## src/rtl/proj_pkg.sv

```systemverilog
// proj_pkg: shared types and default constants for the k-mer sequencing block.
//   kmer_state_e  - controller FSM state encoding
//   DEF_DATA_BITS - default bits per nucleotide symbol
//   DEF_KMER_LEN  - default symbols per k-mer
package proj_pkg;
  localparam int DEF_DATA_BITS = 2;
  localparam int DEF_KMER_LEN  = 16;

  typedef enum logic [1:0] {
    ST_FILL   = 2'd0,
    ST_STREAM = 2'd1,
    ST_FLUSH  = 2'd2,
    ST_DONE   = 2'd3
  } kmer_state_e;
endpackage

```

## src/rtl/proj_kmer_window.sv

```systemverilog
// proj_kmer_window: KMER_LEN-deep symbol shift register.
//   clk    - rising-edge clock
//   clr_i  - synchronous clear (dominates en_i)
//   en_i   - shift enable: element 0 takes din_i, element i takes element i-1
//   din_i  - incoming symbol
//   win_o  - registered window, element 0 is the newest symbol
module proj_kmer_window
  import proj_pkg::*;
#(
  parameter int DATA_BITS = DEF_DATA_BITS,
  parameter int KMER_LEN  = DEF_KMER_LEN
) (
  input  logic                               clk,
  input  logic                               clr_i,
  input  logic                               en_i,
  input  logic [DATA_BITS-1:0]               din_i,
  output logic [KMER_LEN-1:0][DATA_BITS-1:0] win_o
);
  logic [KMER_LEN-1:0][DATA_BITS-1:0] win_q, win_d;

  always_comb begin
    win_d    = win_q;
    win_d[0] = din_i;
    for (int i = 1; i < KMER_LEN; i++) win_d[i] = win_q[i-1];
  end

  always_ff @(posedge clk) begin
    if (clr_i)     win_q <= '0;
    else if (en_i) win_q <= win_d;
  end

  assign win_o = win_q;
endmodule

```

## src/rtl/proj_kmer_seq_ctrl.sv

```systemverilog
// proj_kmer_seq_ctrl: turns a stream of nucleotide symbols into overlapping
// stride-1 k-mers, one sequence at a time, with valid/ready on both sides.
//   clk, rst            - clock, synchronous active-high reset
//   in_valid/in_ready   - symbol handshake; in_data symbol, in_last ends sequence
//   kmer_valid/ready    - k-mer handshake; kmer_data window (elem 0 newest),
//                         kmer_idx zero-based k-mer index in the sequence
//   seq_done            - one-cycle pulse at sequence end, with seq_kmer_cnt
//                         = number of k-mers handshaken for that sequence
module proj_kmer_seq_ctrl
  import proj_pkg::*;
#(
  parameter int DATA_BITS = DEF_DATA_BITS,
  parameter int KMER_LEN  = DEF_KMER_LEN,
  parameter int CNT_W     = 16
) (
  input  logic                               clk,
  input  logic                               rst,
  input  logic                               in_valid,
  output logic                               in_ready,
  input  logic [DATA_BITS-1:0]               in_data,
  input  logic                               in_last,
  output logic                               kmer_valid,
  input  logic                               kmer_ready,
  output logic [KMER_LEN-1:0][DATA_BITS-1:0] kmer_data,
  output logic [CNT_W-1:0]                   kmer_idx,
  output logic                               seq_done,
  output logic [CNT_W-1:0]                   seq_kmer_cnt
);
  localparam int             FW        = $clog2(KMER_LEN + 1);
  localparam logic [FW-1:0]  FILL_LAST = FW'(KMER_LEN - 1);
  localparam logic [CNT_W-1:0] CNT_MAX = '1;

  kmer_state_e      state_q, state_d;
  logic [FW-1:0]    fill_q, fill_d;
  logic [CNT_W-1:0] cnt_q, cnt_d, idx_q, idx_d;
  logic             vld_q, vld_d;
  logic             accept, hs, win_full, emit, clr;

  assign accept   = in_valid && in_ready;
  assign hs       = vld_q && kmer_ready;
  assign win_full = (fill_q == FILL_LAST);
  // A new k-mer appears on every accept once the window is (or becomes) full.
  assign emit     = accept && ((state_q == ST_STREAM) || (state_q == ST_FILL && win_full));
  assign clr      = rst || (state_q == ST_DONE);

  proj_kmer_window #(.DATA_BITS(DATA_BITS), .KMER_LEN(KMER_LEN)) u_win (
    .clk   (clk),
    .clr_i (clr),
    .en_i  (accept),
    .din_i (in_data),
    .win_o (kmer_data)
  );

  // State register
  always_ff @(posedge clk) begin
    if (rst) state_q <= ST_FILL;
    else     state_q <= state_d;
  end

  // Next-state logic
  always_comb begin
    state_d = state_q;
    unique case (state_q)
      ST_FILL: if (accept) begin
        if (win_full)     state_d = in_last ? ST_FLUSH : ST_STREAM;
        else if (in_last) state_d = ST_DONE;
      end
      ST_STREAM: if (accept && in_last) state_d = ST_FLUSH;
      ST_FLUSH:  if (hs) state_d = ST_DONE;
      ST_DONE:   state_d = ST_FILL;
      default:   state_d = ST_FILL;
    endcase
  end

  // Outputs; in_ready is forced low while reset is applied.
  always_comb begin
    in_ready = !rst && (state_q == ST_FILL || state_q == ST_STREAM) && (!vld_q || kmer_ready);
    seq_done = (state_q == ST_DONE);
  end

  // Counters and k-mer valid. cnt counts handshaken k-mers; a newly emitted
  // k-mer's index is the handshake count including this cycle's handshake.
  always_comb begin
    fill_d = fill_q;
    cnt_d  = cnt_q;
    idx_d  = idx_q;
    vld_d  = vld_q;
    if (state_q == ST_DONE) begin
      fill_d = '0;
      cnt_d  = '0;
      idx_d  = '0;
      vld_d  = 1'b0;
    end else begin
      if (accept && state_q == ST_FILL && !win_full) fill_d = fill_q + 1'b1;
      if (hs && cnt_q != CNT_MAX) cnt_d = cnt_q + 1'b1;
      if (emit)    begin vld_d = 1'b1; idx_d = cnt_d; end
      else if (hs) vld_d = 1'b0;
    end
  end

  always_ff @(posedge clk) begin
    if (rst) begin
      fill_q <= '0;
      cnt_q  <= '0;
      idx_q  <= '0;
      vld_q  <= 1'b0;
    end else begin
      fill_q <= fill_d;
      cnt_q  <= cnt_d;
      idx_q  <= idx_d;
      vld_q  <= vld_d;
    end
  end

  assign kmer_valid   = vld_q;
  assign kmer_idx     = idx_q;
  assign seq_kmer_cnt = cnt_q;
endmodule

```

## config.mk

```make
export PLATFORM = sky130hd
export DESIGN_NAME = proj_kmer_seq_ctrl
export DESIGN_NICKNAME = d
export VERILOG_FILES = /design/src/rtl/proj_pkg.sv /design/src/rtl/proj_kmer_window.sv /design/src/rtl/proj_kmer_seq_ctrl.sv
export SDC_FILE = /design/constraint.sdc
export NUM_CORES = 1
export LEC_CHECK = 0
export ABC_AREA = 1
export CAP_MARGIN = 30
export CORE_MARGIN = 2
export CORE_UTILIZATION = 40
export DETAILED_ROUTE_END_ITERATION = 8
export PLACE_DENSITY = 0.66
export SLEW_MARGIN = 10
export SYNTH_ARGS = -nofsm -noshare
export SYNTH_HDL_FRONTEND = slang
export SYNTH_SLANG_ARGS = --single-unit
```

## constraint.sdc

```tcl
create_clock -name clk -period 2.18 [get_ports clk]
set_input_delay 0.654 -clock clk [delete_from_list [all_inputs] [get_ports clk]]
set_output_delay 0.654 -clock clk [all_outputs]
set_load 0.02 [all_outputs]
```

==> impl_results.md <==
- Status: finished, final reports clean
- Sequential fraction of the synthesis area: 0.452
- R2R setup slack: 0.32 ns
- Share of layout cells above drive strength 1: 0.0912
- Port Buffers: 73
- Worst EP arrival: 1.45 ns
- Max incr delay on CP: 0.47 ns
- Initial antenna violation count: 0
- CTS Buf Count: 9
- Worst slew pin tran: 0.369 ns
- CTS tree: built
- Pins Over Slew Limit: 0
- WP data required: 1.53 ns
- Tmin final: 2.10 ns
- Largest net degree at the start of global routing: 35
- Final antenna-violating net count: 0
- Total Power: 3.25 mW
- Distinct cells, synth: 24
- Maximum clock rate: 476 MHz
- Most common cell on crit path: inv_1
- Site Rows: 32
- DR vias/cell: 4.74
- Sw Ratio: 0.293
- Setup crit end kind: output port
- Core area: 7730 µm²
- Fillers: 756
- Worst hold path cell count: 2
- Crit path buffers/inverters: 4
- # diodes: 0
- Vias in the first global route: 2853
- Routed len/inst: 11.5 µm
- Hold-critical path endpoint: u_win.win_o[30]$_SDFFE_PP0P_
- Reg2Reg Launch Point: seq_kmer_cnt[0]$_SDFF_PP0_
- Hold Crit Start: u_win.win_o[30]$_SDFFE_PP0P_
- CP Launch Point: kmer_ready
- Synth Area per Inst: 7.11 µm²
- Setup Buffers After CTS: 0
- Worst-Skew Late Latency: 0.34 ns
- Post-CTS Hold Fix Bufs: 0
- Vias after detailed routing: 3029
- Max cap viols: 0
- Switch Pwr: 952 µW
- Setup Skew: 0.00370 ns
- Cell Area, Synth: 3190 µm²
- Total GRT Usage: 0.180
- Final setup fails: 0
- Final Hold Viols: 0
- Synthesis-to-finish area growth: 36.1%
- Critical Path Start Type: input pin
- Initial core utilization: 0.413
- Slowest CP cell: clkdlybuf4s50_1
- Synth warnings: 0
- Cells after Synth: 449
- Most common cell after layout, fill and taps aside: nand2_1
- DIE AREA: 8710 µm²
- # IOs: 74
- Most frequent cells in the layout: 157 x nand2_1, 70 x dfxtp_1, 69 x clkdlybuf4s50_1, 56 x a21oi_1, 36 x inv_1
- Worst Hold Class: flop to flop
- Logic pwr share: 0.206
- Nets: 546
- Htree depth: 3
- DRC viols: 0
- Top Family by Delay on Critical Path: buffers and inverters
- Worst setup path class: input pin to output port
- GRT overflow: 0
- Die Width: 93.3 µm
- Root Driver: clkbuf_8
- Detailed Route Iter0 Violations: 88
- Fin util: 0.562
- Pre-antenna DRT Iters: 4
- DIE HEIGHT: 93.3 µm
- R2R cell count: 11
- RSZ-0062 raised after global routing: no
- CTS clk-pin slew, worst paths: 0.07 ns
- VDD IR-drop max: 0.303 mV
- Synth Register Bits: 72
- WL final: 7360 µm
- Syn Nets: 463
- Leak: 1.67 nW
- R2r endpoint: kmer_idx[14]$_SDFFE_PP0P_
- First-pass GRT wire length: 12500 µm
- Final estimated routing congestion in global placement: 0.849
- Reg power frac: 0.437
- Cells along the critical path: clkdlybuf4s50_1 -> inv_1 -> nand2_2 -> nand2_1 -> inv_1 -> buf_4
- Hpwl dp: 5160 µm
- Final Cycle Share: 0.965
- Clock power share: 0.357
- Worst-path maximum fanout: 2
- PD cells: 748 nW/µm²
- WHS: 0.473 ns
- Int Pwr: 2.29 mW
- Max-slew headroom: 0.753
- Clock tree buffer depth: 2
- Clk sinks: 72
[worst reg2reg max path, stage by stage (launching register included)]
cell and delay, ns:
dfxtp_1 0.44, ha_1 0.31, nand3_2 0.14, inv_1 0.11
nand2_1 0.10, nor2_2 0.16, nor2_1 0.05, buf_4 0.17
nand2_1 0.10, nand3_1 0.10, nand2_1 0.07, inv_1 0.03
[worst max path at each step]
stage	end	depth (start not counted)
detailed placement	in_ready	5
floorplan	kmer_idx[10]$_SDFFE_PP0P_	11
finish	in_ready	6
global route	seq_kmer_cnt[11]	1
global placement	in_ready	5
CTS	seq_kmer_cnt[2]	1
[metrics by stage]
stage	area, µm²	setup TNS (ns)	cells	worst slack (ns)
floorplan	3190	0	449	0.427
global route	4340	0	639	0.00180
detailed placement	4120	-0.421	623	-0.421
finish	4340	0	639	0.0771
CTS	4330	0	639	0.0338
global placement	4120	-0.403	623	-0.403
[Yosys cell counts, drive strengths merged]
cell type	number	share of area
a21oi	56	0.088
buf	9	0.016
clkbuf	9	0.011
clkinv	1	0.0012
dfxtp	72	0.45
ha	7	0.027
inv	39	0.046
nand2	158	0.19
nand3	27	0.049
nand4	8	0.018
nor2	39	0.052
o21a	12	0.028
o21ai	5	0.0078
o21bai	1	0.0024
xnor2	2	0.0055
xor2	4	0.011
[logic make-up after synthesis]
| kind of cell | share of synthesized area |
|---|---|
| xor+xnor | 0.0165 |
| simple gates | 0.305 |
| buf+inv | 0.0733 |
| fa+ha+maj | 0.0274 |
| flops | 0.452 |
| compound gates | 0.126 |
[metal layers]
metal / global-route usage / vias up / share of wire
li1: - / 1587 / -
met1: 0.222 / 1366 / 0.46
met2: 0.285 / 66 / 0.45
met3: 0.0524 / 10 / 0.071
met4: 0.0895 / 0 / 0.018
met5: 0 / - / 0
[sequential cells by signal (all words and copies together), names as in the netlist]
name / flops
seq_kmer_cnt: 16
kmer_idx: 16
kmer_valid: 1
state_q: 2
fill_q: 5
u_win.win_o: 32
[repair_timing]
| action | 4_1_cts | 5_1_grt |
|---|---|---|
| gates cloned | 0 | 0 |
| gates resized for setup | 7 | 5 |
| pin swaps | 0 | 0 |
| setup endpoints to repair | 2 | 2 |
[final cells by class]
cell class                      instances  area, µm²  area share
Sequential cell                        72       1440       0.332
Clock buffer                            9        124      0.0285
Multi-Input combinational cell        319       1520       0.350
Tap cell                              102        128      0.0294
Inverter                               40        150      0.0346
Timing Repair Buffer                   90        881       0.203
Clock inverter                          7       95.1      0.0219
[power by group through the flow]
stage	logic (mW)	clock network, mW	registers, mW
after global routing	0.743	1.25	1.43
after floorplan	0.377	0	1.49
after global placement	0.660	0	1.44
final	0.669	1.16	1.42
after detailed placement	0.668	0	1.45
after CTS	0.669	1.19	1.42
No activity file was read; power rests on OpenSTA's default activity.
